File: src/rtl/cpu_pkg.sv
// Shared CPU definitions: opcode encodings and the sequencer state set.
package cpu_pkg;

  // Opcode encodings, shared with the ALU and instruction-register decode
  localparam logic [2:0] OP_HLT = 3'd0;
  localparam logic [2:0] OP_SKZ = 3'd1;
  localparam logic [2:0] OP_ADD = 3'd2;
  localparam logic [2:0] OP_AND = 3'd3;
  localparam logic [2:0] OP_XOR = 3'd4;
  localparam logic [2:0] OP_LDA = 3'd5;
  localparam logic [2:0] OP_STO = 3'd6;
  localparam logic [2:0] OP_JMP = 3'd7;

  // Phase in which the halted state reports itself on the debug port
  localparam logic [2:0] HALT_PHASE = 3'd4;

  // Eight instruction phases plus a terminal halted state. The low three
  // bits of the phase states equal their phase index.
  typedef enum logic [3:0] {
    INST_ADDR  = 4'd0,
    INST_FETCH = 4'd1,
    INST_LOAD  = 4'd2,
    IDLE       = 4'd3,
    OP_ADDR    = 4'd4,
    OP_FETCH   = 4'd5,
    ALU_OP     = 4'd6,
    STORE      = 4'd7,
    HALTED     = 4'd8
  } state_t;

  // True for instructions that read an operand and load the accumulator
  function automatic logic is_aluop(input logic [2:0] op);
    return (op == OP_ADD) || (op == OP_AND) || (op == OP_XOR) || (op == OP_LDA);
  endfunction

endpackage

File: src/rtl/controller.sv
// Instruction sequencer: an 8-phase fetch/execute state machine with a
// terminal halted state, decoding opcode and zero into datapath strobes.
module controller
  import cpu_pkg::*;
(
  input  logic       clk,
  input  logic       rst_n,
  input  logic [2:0] opcode,
  input  logic       zero,
  output logic       sel,
  output logic       rd,
  output logic       ld_ir,
  output logic       inc_pc,
  output logic       ld_pc,
  output logic       ld_ac,
  output logic       wr,
  output logic       data_e,
  output logic       halt,
  output logic [2:0] phase
);

  state_t r_state;
  state_t w_next;
  logic   w_aluop;

  assign w_aluop = is_aluop(opcode);

  // State register; reset clears to INST_ADDR without waiting for a clock
  always_ff @(posedge clk or negedge rst_n) begin
    if (!rst_n) begin
      r_state <= INST_ADDR;
    end else begin
      r_state <= w_next;
    end
  end

  // Next-state and strobe decode; outputs depend only on state, opcode, zero
  always_comb begin
    w_next = r_state;
    sel    = 1'b0;
    rd     = 1'b0;
    ld_ir  = 1'b0;
    inc_pc = 1'b0;
    ld_pc  = 1'b0;
    ld_ac  = 1'b0;
    wr     = 1'b0;
    data_e = 1'b0;
    halt   = 1'b0;
    phase  = r_state[2:0];
    case (r_state)
      INST_ADDR: begin
        sel    = 1'b1;
        w_next = INST_FETCH;
      end
      INST_FETCH: begin
        sel    = 1'b1;
        rd     = 1'b1;
        w_next = INST_LOAD;
      end
      INST_LOAD: begin
        sel    = 1'b1;
        rd     = 1'b1;
        ld_ir  = 1'b1;
        w_next = IDLE;
      end
      IDLE: begin
        // ld_ir held a second phase so the IR captures a settled bus
        sel    = 1'b1;
        rd     = 1'b1;
        ld_ir  = 1'b1;
        w_next = OP_ADDR;
      end
      OP_ADDR: begin
        if (opcode == OP_HLT) begin
          halt   = 1'b1;
          w_next = HALTED;
        end else begin
          inc_pc = 1'b1;
          w_next = OP_FETCH;
        end
      end
      OP_FETCH: begin
        rd     = w_aluop;
        w_next = ALU_OP;
      end
      ALU_OP: begin
        rd     = w_aluop;
        inc_pc = (opcode == OP_SKZ) && zero;
        ld_pc  = (opcode == OP_JMP);
        // Bus driven one phase ahead of the write strobe
        data_e = (opcode == OP_STO);
        w_next = STORE;
      end
      STORE: begin
        rd     = w_aluop;
        ld_ac  = w_aluop;
        inc_pc = (opcode == OP_JMP);
        ld_pc  = (opcode == OP_JMP);
        wr     = (opcode == OP_STO);
        data_e = (opcode == OP_STO);
        w_next = INST_ADDR;
      end
      HALTED: begin
        // Only reset leaves this state
        halt   = 1'b1;
        phase  = HALT_PHASE;
        w_next = HALTED;
      end
      default: begin
        w_next = INST_ADDR;
      end
    endcase
  end

endmodule
File: config.mk
export PLATFORM = sky130hd
export DESIGN_NAME = controller
export DESIGN_NICKNAME = d
export VERILOG_FILES = /design/src/rtl/cpu_pkg.sv /design/src/rtl/controller.sv
export SDC_FILE = /design/constraint.sdc
export NUM_CORES = 1
export LEC_CHECK = 0
export BUFFER_PORTS_ARGS = -buffer_cell sky130_fd_sc_hd__buf_2
export CAP_MARGIN = 10
export CORE_AREA = 2 2 39 41
export CTS_CLUSTER_DIAMETER = 40
export DETAILED_ROUTE_END_ITERATION = 16
export DIE_AREA = 0 0 41 43
export PLACE_DENSITY = 0.59
export SYNTH_ARGS = -nofsm -noshare
export SYNTH_HDL_FRONTEND = slang
export SYNTH_SLANG_ARGS = --single-unit
export TNS_END_PERCENT = 100
File: constraint.sdc
create_clock -name clk -period 2.3 [get_ports clk]
set_input_delay 0.23 -clock clk [delete_from_list [all_inputs] [get_ports clk]]
set_output_delay 0.23 -clock clk [all_outputs]
set_load 0.01 [all_outputs]
# Yosys cells after proc, flatten, opt, wreduce, memory -nomap -nowiden
# Cells that the tools add are included.
# op_classes
n_reduce_logical	11
mux	14
n_eq_ne	15
# op_table
operator	count
$pmux W4 S8	1
$eq A4 B3 Y1 const B	4
$eq A3 B3 Y1 const B	4
$eq A4 B2 Y1 const B	2
$mux W1	8
$eq A3 B2 Y1 const B	2
$reduce_or A3 Y1	2
$eq A4 B1 Y1 const B	1
$eq A4 B4 Y1 const B	1
$logic_not A4 Y1	1
$mux W4	1
$pmux W1 S2	2
$reduce_or A2 Y1	2
$reduce_or A4 Y1	1
$eq A3 B1 Y1 const B	1
$logic_not A3 Y1	1
$logic_or A1 B1 Y1	3
$mux W3	1
$pmux W1 S3	1
$logic_and A1 B1 Y1	1
# word_totals
inputBits	6
elab_cells	41
out_inout_bits	12
reg_bits	4

# Longest topological paths before layout
# Gate-level depths: netlist (run 1).
# logic_depth
ltp_word	5
ltp_mapped	4
depth_no_buf	3

# Worst setup path after synthesis (run 1)
# OpenSTA, ideal clock, no wires.
# synth_path
kind	register to output
startpoint	register r_state[2]
endpoint	output port halt
setup_slack_ps	720
arrival_ps	1350
path_stages_with_launch	5
required_ps	2070
path_buffers	1
path_cell_list	dfrtp_1 buf_6 or4b_1 mux2_4 nor3_2
# synth_via
elab_chain_cells	2
elab_cells_between_ends	3
classes_between	eq/ne (2); mux (1)
# synth_lines
item	line	rtl
start, declared	controller.sv:22	state_t r_state;
start signal, assigned	controller.sv:33	r_state <= w_next;
$eq A4 B4 Y1 or $eq A4 B3 Y1 (tied branches)	controller.sv:50	case (r_state)
$pmux W1 S2 (*)	controller.sv:50	
end, declared	controller.sv:18	output logic halt,
# Mark *: on every way between the ends. The rest lies on a longest branch, timed or not.

# Worst setup path in the final report (run 1)
# Same ends and word-level chain as after synthesis.

==> results.cfg, run 1 <==
[clock_tree]
holdBufCountCts = 1
cts_root_buf = clkbuf_4
cts_resized = 0
path_clk_slew_ps = 40
postCtsSetupRepairBufs = 0
cts_max_path_buffers = 2
cts-buffers-inserted = 3
h-tree-depth = 1
cts.sinks = 4
tritoncts = done
clk_latency_ps = 230

[final_layout]
area_growth_pct = 27.40
diodes = 0
drive_gt1_share_pct = 45.61
layout.nets = 65
largest-register = r_state
finish.utilization_pct = 33.63
reg.largest.list = r_state (4)
largest_reg_flops = 4
instances_no_fill = 73

[power]
p_per_area_nw_per_um2 = 1154
ir_drop_v = 0.0005047
power.leakage_nw = 0.2320

[placed_design]
gp_congestion = 0.6751
io_buffer_count = 17
hpwl_um = 579.1
dp_slack_ps = 552.8
place_inst = 69

[floorplanning]
io-pin-count = 18
die_w_um = 41
dieArea_um2 = 1763
die_h_um = 43
start_util_pct = 26.40
row_count = 14
coreArea_um2 = 1384

[global_routing]
grt_pass1_vias = 292
antenna_found_initial = 0
grt_first_pass_wirelength_mm = 1.304
grt_overflow = 0
grt_max_degree = 14
gr-usage-all-layers_pct = 10.97

[critical_path]
crit_type = reg2out
required_ps = 2070
critPathMaxFanout = 10
cp_data_arrival_time_ps = 1770
reg2regPathDepth = 3
setup.worst_path.end_class = output port
start_kind = flop

[timing]
max_freq_mhz = 499.8
whs_ps = 337.7
worst_slack_ps = 299.1
setup_viol = 0
min_period_ps = 2001
skew_ps = 5.053
period_share_pct = 87.00
finalHoldViolations = 0
tightest_slew_ps = 425.6
relSlewSlack_pct = 71.62
setup_tns_ps = 0
rsz0062_at_grt = no
final_max_slew_viol_count = 0

[flow_run]
cap_violations = 0

[min_path]
hp-class = in2async

[routing]
antenna_left = 0
viasPerCell = 4.699
firstDrtPassIters = 4
drt_first_iter_violations = 1
drc = 0
wl_per_cell_um = 11.12
vias = 343
finalWirelength_um = 812

[synth]
yosys_warnings = 0
yosysUniqueCellTypes = 24
synth-seq-cells = 4
syn-cell-area_um2 = 365.4
syn-num-nets = 48
ys_seq_area_share_pct = 27.40
synth.avg_cell_area_um2 = 8.699
synthCells = 42

[outcome]
status = finished clean
==> path summary, 6_finish.rpt <==
| kind | to | startpoint | slack, ps |
|---|---|---|---|
| max | halt | r_state[2]$_DFF_PN0_ | 300 |
| min | r_state[1]$_DFF_PN0_ | rst_n | 340 |
| max reg2reg | r_state[3]$_DFF_PN0_ | r_state[2]$_DFF_PN0_ | 810 |
| min reg2reg | r_state[1]$_DFF_PN0_ | r_state[3]$_DFF_PN0_ | 640 |
| max in group asynchronous | r_state[3]$_DFF_PN0_ | rst_n | 1840 |
| min in group clk | r_state[2]$_DFF_PN0_ | opcode[0] | 460 |
==> metal layers <==
layer | GRT usage, % | part of all wire, % | routed length, µm
met3 | 6.806 | 6.4 | 52
met2 | 13.44 | 45 | 364
met5 | 0 | 0 | 0
met1 | 15.21 | 49 | 395
met4 | 4.000 | 0 | 0
==> report_power, final <==
group / internal (mW) / switching [mW] / total [mW]
clock: 0.0582 / 0.0263 / 0.0845
sequential: 0.0990 / 0.0905 / 0.190
combinational: 0.141 / 0.122 / 0.263
==> cells in the mapped netlist <==
master    n  area (µm²)
a211o_1   1       8.760
a211oi_1  1       7.510
a21o_2    1       8.760
a21oi_1   2       10.01
and2_1    1       6.260
and3b_2   1       10.01
and4_1    2       17.52
and4b_1   1       10.01
buf_6     2       22.52
clkbuf_1  4       15.01
dfrtp_1   4       100.1
mux2_4    1       15.01
mux2i_1   1       10.01
nand2_1   2       7.510
nor2_1    6       22.52
nor3_1    2       10.01
nor3_2    2       20.02
nor3b_1   1       7.510
o21ai_0   1       5.000
or2b_1    1       7.510
or3b_2    1       8.760
or4_1     1       7.510
or4b_1    1       10.01
xnor2_1   2       17.52
==> final cells by class <==
class / count / area [µm²]
clock buffer: 3 / 22.52
fill: 151 / 918.4
multi-input combinational: 32 / 227.7
sequential: 4 / 100.1
tap: 16 / 20.02
timing repair buffer: 18 / 95.09
==> cells in the final DEF (no fill, tap or decap) <==
cell           count
or2b_1             1
and4b_1            1
a211o_1            1
xnor2_1            2
dlygate4sd3_1      1
or4b_1             1
buf_2             17
nand2_1            2
or3b_2             1
nor3_2             2
nor2_1             6
and3b_2            1
mux2i_1            1
mux2_4             1
a211oi_1           1
dfrtp_1            4
a21oi_1            2
and2_1             1
nor3_1             2
a21o_2             1
o21ai_0            1
clkbuf_4           3
or4_1              1
nor3b_1            1
and4_1             2
==> cell families after synthesis <==
logic type / Yosys count / synth area share [%]
XOR/XNOR: 2 / 4.795
flip-flops: 4 / 27.40
buffers and inverters: 6 / 10.27
multiplexers: 2 / 6.848
AO/OA/AOI/OAI: 6 / 10.96
AND/OR/NAND/NOR: 22 / 39.73
==> worst max-delay path, stage by stage (launching register included) <==
cell,delay (ps)
dfrtp_1,500
or4b_1,490
mux2_4,300
nor3_2,100
buf_2,150
==> per-stage QoR <==
| step | total power, mW | instance area [µm²] |
|---|---|---|
| after floorplan | 0.3866 | 365.4 |
| after global placement | 0.4534 | 432.9 |
| after detailed placement | 0.4570 | 432.9 |
| after CTS | 0.5465 | 465.4 |
| after global routing | 0.5952 | 465.4 |
| final | 0.5370 | 465.4 |
Note: power is estimated with default switching activity, not from simulation.
==> inputs of run 2 (changes only) <==
==> constraint.sdc (replaced) <==
create_clock -name clk -period 2.5 [get_ports clk]
set_input_delay 0.25 -clock clk [delete_from_list [all_inputs] [get_ports clk]]
set_output_delay 0.25 -clock clk [all_outputs]
set_load 0.01 [all_outputs]
==> results.cfg, run 2 (same netlist as run 1, synthesis figures left out) <==
[outcome]
status = finished clean

[clock_tree]
tritoncts = done
postCtsSetupRepairBufs = 0
h-tree-depth = 1
cts-buffers-inserted = 3
cts_root_buf = clkbuf_4
path_clk_slew_ps = 40
cts_max_path_buffers = 2
clk_latency_ps = 240
cts.sinks = 4

[min_path]
hp-class = in2async

[critical_path]
critPathMaxFanout = 10
start_kind = flop
cp_data_arrival_time_ps = 1780
crit_type = reg2out
setup.worst_path.end_class = output port
required_ps = 2250
reg2regPathDepth = 3

[timing]
final_max_slew_viol_count = 0
period_share_pct = 81.04
setup_tns_ps = 0
rsz0062_at_grt = no
skew_ps = 7.989
relSlewSlack_pct = 71.92
finalHoldViolations = 0
tightest_slew_ps = 421.2
max_freq_mhz = 493.6
setup_viol = 0
min_period_ps = 2026

[floorplanning]
die_h_um = 43
start_util_pct = 26.40
die_w_um = 41
coreArea_um2 = 1384
dieArea_um2 = 1763
io-pin-count = 18
row_count = 14

[final_layout]
instances_no_fill = 73
final_common_cell = buf_2
layout.nets = 65
layout_common_cells = 17 x buf_2, 6 x nor2_1, 4 x dfrtp_1
num-fill-cells = 151
reg.largest.list = r_state (4)
diodes = 0
area_growth_pct = 27.40
largest_reg_flops = 4
drive_gt1_share_pct = 45.61
largest-register = r_state

[routing]
finalWirelength_um = 844
viasPerCell = 4.781
antenna_left = 0
drt_first_iter_violations = 1
wl_per_cell_um = 11.56
drc = 0
firstDrtPassIters = 2
vias = 349

[global_routing]
grt_max_degree = 14
grt_overflow = 0
grt_first_pass_wirelength_mm = 1.407
antenna_found_initial = 0
gr-usage-all-layers_pct = 12.07
grt_pass1_vias = 303

[power]
p_per_area_nw_per_um2 = 1064
power.leakage_nw = 0.2320
ir_drop_v = 0.0005077

[placed_design]
io_buffer_count = 17
gp_congestion = 0.6750
place_inst = 69
hpwl_um = 591.5

[flow_run]
cap_violations = 0
## run 2: cell counts in the layout (fill, tap and decap cells not counted)
Identical to the previous run, type by type.
## run 2: power breakdown
group | switching [mW] | leakage (nW) | internal (mW)
sequential | 0.0847 | 0.0499 | 0.0910
combinational | 0.110 | 0.168 | 0.129
clock | 0.0264 | 0.0138 | 0.0537
total | 0.221 | 0.232 | 0.274
## run 2: final timing paths
path,from,end,slack (ps)
min in group clk,opcode[0],r_state[2]$_DFF_PN0_,480
max in group asynchronous,rst_n,r_state[3]$_DFF_PN0_,2030
hold / removal,rst_n,r_state[1]$_DFF_PN0_,350
setup / recovery,r_state[2]$_DFF_PN0_,halt,470
setup reg to reg,r_state[2]$_DFF_PN0_,r_state[3]$_DFF_PN0_,1010
hold reg to reg,r_state[3]$_DFF_PN0_,r_state[1]$_DFF_PN0_,640
## run 2: routing by layer
layer,up-vias,global-route usage (%),routed length [µm]
met5,-,0,0
met4,0,6.000,0
met3,0,6.283,51
met2,8,14.69,400
met1,158,16.83,393
li1,183,-,-
## run 2: through the flow
| stage | hold slack [ps] | power, mW | utilization, % | worst slack, ps | area, µm² |
|---|---|---|---|---|---|
| 2_1_floorplan | -45.59 | 0.3557 | - | 900.2 | 365.4 |
| 3_3_place_gp | 58.50 | 0.4171 | 31.28 | 755.0 | 432.9 |
| 3_5_place_dp | 59.97 | 0.4208 | 31.28 | 730.5 | 432.9 |
| 4_1_cts | 355.8 | 0.5058 | 33.63 | 464.6 | 465.4 |
| 5_1_grt | 347.5 | 0.5484 | 33.63 | 355.6 | 465.4 |
| 6_report | 347.3 | 0.4951 | 33.63 | 474.0 | 465.4 |
## run 2: repair_timing
item	4_1_cts	5_1_grt
hold endpoints to repair	4	0
hold buffers	1	0
resized for setup	0	0
## run 2: cell type report
type / count / area [µm²] / share of cell area [%]
timing repair buffer: 18 / 95.09 / 20.43
clock buffer: 3 / 22.52 / 4.839
multi-input combinational: 32 / 227.7 / 48.92
tap: 16 / 20.02 / 4.301
sequential: 4 / 100.1 / 21.51
## run 2: critical path, stage by stage (launching register included)
cell and delay, ps:
dfrtp_1 500, or4b_1 490, mux2_4 300, nor3_2 90, buf_2 150
==> inputs of run 3 (changes only) <==
--- a/config.mk
+++ b/config.mk
@@ -5,13 +5,14 @@
 export SDC_FILE = /design/constraint.sdc
 export NUM_CORES = 1
 export LEC_CHECK = 0
+export ABC_AREA = 1
 export BUFFER_PORTS_ARGS = -buffer_cell sky130_fd_sc_hd__buf_2
 export CAP_MARGIN = 10
 export CORE_AREA = 2 2 39 41
 export CTS_CLUSTER_DIAMETER = 40
 export DETAILED_ROUTE_END_ITERATION = 16
 export DIE_AREA = 0 0 41 43
-export PLACE_DENSITY = 0.59
+export PLACE_DENSITY = 0.6
 export SYNTH_ARGS = -nofsm -noshare
 export SYNTH_HDL_FRONTEND = slang
 export SYNTH_SLANG_ARGS = --single-unit
==> constraint.sdc (replaced) <==
create_clock -name clk -period 1.7 [get_ports clk]
set_input_delay 0.17 -clock clk [delete_from_list [all_inputs] [get_ports clk]]
set_output_delay 0.17 -clock clk [all_outputs]
set_load 0.01 [all_outputs]
==> results.cfg, run 3 <==
[synth]
synth-seq-cells = 4
synthCells = 57
ys.flop_type = dfrtp_1
synth_top_area_cell = dfrtp_1
syn-num-nets = 63
yosysMostFrequentCell = nand2_1
yosysTopAreaCellShare_pct = 28.88
ys_seq_area_share_pct = 28.88
synth_area_leaders = dfrtp_1 29%, nand2_1 14%, nor2_1 11%
synth.avg_cell_area_um2 = 6.080
yosys_warnings = 0
yosysUniqueCellTypes = 18
synth_async_sr_flop_share_pct = 100.0
syn-cell-area_um2 = 346.6
synth-edff-count = 0
synthTopCellsByCount = 13 x nand2_1, 10 x nor2_1, 9 x inv_1

[timing]
period_share_pct = 84.84
setup_tns_ps = 0
finalHoldViolations = 0
skew_ps = 3.391
max_freq_mhz = 693.3
min_period_ps = 1442
final_max_slew_viol_count = 0
relSlewSlack_pct = 86.09
rsz0062_at_grt = no
setup_viol = 0
tightest_slew_ps = 208.7
worst_slack_ps = 257.7

[critical_path]
crit_type = reg2out
cp_slowest_cell = dfrtp_1
start_kind = flop
worstPathCellList = inv_1, nand2_4, clkinv_2, nand2_1, nor3_2, buf_2
cp_data_arrival_time_ps = 1270
setup.worst_path.end_class = output port
required_ps = 1530
critPathMaxFanout = 5
max_stage_delay_ps = 410

[final_layout]
largest-register = r_state
layout_common_cells = 17 x buf_2, 13 x nand2_1, 10 x nor2_1
largest_reg_flops = 4
area_growth_pct = 37.55
diodes = 0
layout.nets = 84
reg.largest.list = r_state (4)
instances_no_fill = 92
drive_gt1_share_pct = 39.47
final_common_cell = buf_2
num-fill-cells = 151

[placed_design]
hpwl_um = 681.7
io_buffer_count = 17
place_inst = 88
dp_slack_ps = 509.3
gp_congestion = 0.7482

[power]
ir_drop_v = 0.0005230
p_seq_share_pct = 25.5
swShare_pct = 49.69
cellInternalPower_mw = 0.3783
power.leakage_nw = 0.2798
power_frac_clock_pct = 16.7
p_per_area_nw_per_um2 = 1577
power_switching_mw = 0.3737
combPwrFrac_pct = 57.8

[floorplanning]
start_util_pct = 25.05
die_w_um = 41
dieArea_um2 = 1763
io-pin-count = 18
coreArea_um2 = 1384
die_h_um = 43
row_count = 14

[clock_tree]
cts_max_path_buffers = 2
cts_resized = 0
cts.sinks = 4
cts_root_buf = clkbuf_4
postCtsSetupRepairBufs = 0
tritoncts = done
h-tree-depth = 1
path_clk_slew_ps = 40
holdBufCountCts = 1
clk_latency_ps = 240
cts-buffers-inserted = 3

[global_routing]
grt_pass1_vias = 352
grt_overflow = 0
grt_max_degree = 7
gr-usage-all-layers_pct = 11.74
antenna_found_initial = 0
grt_first_pass_wirelength_mm = 1.400

[routing]
drc = 0
wl_per_cell_um = 9.000
firstDrtPassIters = 4
finalWirelength_um = 828
drt_first_iter_violations = 7
vias = 394
viasPerCell = 4.283
antenna_left = 0

[outcome]
status = finished clean

[min_path]
hp-class = in2async

[flow_run]
cap_violations = 0
## run 3: stage by stage
step | util (%) | power (mW) | hold slack [ps] | area [µm²]
final | 34.45 | 0.7519 | 260.4 | 476.7
after detailed placement | 32.10 | 0.6265 | -16.15 | 444.2
after CTS | 34.45 | 0.7585 | 264.6 | 476.7
after global placement | 32.10 | 0.6277 | -17.34 | 444.2
after floorplan | - | 0.4944 | -125.6 | 346.6
after global routing | 34.45 | 0.8276 | 287.2 | 476.7
## run 3: area by class of cell
cell class | instances | area (µm²) | area share, %
multi-input combinational | 40 | 196.4 | 41.21
tap | 16 | 20.02 | 4.199
inverter | 11 | 42.54 | 8.924
clock buffer | 3 | 22.52 | 4.724
sequential | 4 | 100.1 | 21.00
timing repair buffer | 18 | 95.09 | 19.95
## run 3: cells by family (layout without fill, tap and decap cells)
group | Yosys count | in the layout | synth area share [%]
AOI/OAI and AO/OA | 6 | 6 | 9.747
buffers and inverters | 13 | 32 | 14.44
DFF | 4 | 4 | 28.88
and+or+nand+nor | 34 | 34 | 46.93
## run 3: final timing paths
| check | depth (start not counted) | startpoint | end | slack [ps] |
|---|---|---|---|---|
| setup / recovery | 6 | r_state[3]$_DFF_PN0_ | ld_pc | 260 |
| hold / removal | 2 | rst_n | r_state[1]$_DFF_PN0_ | 260 |
| setup reg to reg | 5 | r_state[3]$_DFF_PN0_ | r_state[0]$_DFF_PN0_ | 730 |
| hold reg to reg | 1 | r_state[0]$_DFF_PN0_ | r_state[0]$_DFF_PN0_ | 520 |
| max in group asynchronous | 2 | rst_n | r_state[0]$_DFF_PN0_ | 1310 |
| min in group clk | 4 | opcode[2] | r_state[3]$_DFF_PN0_ | 360 |
## run 3: critical path: cells and delay by family, from the launching register on
family / cells / cell delay [ps]
DFF: 1 / 410
buffers and inverters: 3 / 340
and+or+nand+nor: 3 / 270
## run 3: per-layer routing
metal / global-route usage (%) / vias up / wire [µm]
li1: - / 212 / -
met1: 15.06 / 162 / 380
met2: 16.25 / 17 / 347
met3: 1.571 / 3 / 76
met4: 10.00 / 0 / 23
met5: 0 / - / 0
## run 3: power groups by stage
| stage | clock network, mW | logic (mW) | registers [mW] |
|---|---|---|---|
| after global routing | 0.130 | 0.498 | 0.199 |
| final | 0.126 | 0.434 | 0.192 |
| after CTS | 0.129 | 0.439 | 0.191 |
| after global placement | 0 | 0.437 | 0.190 |
| after detailed placement | 0 | 0.434 | 0.192 |
| after floorplan | 0 | 0.312 | 0.183 |
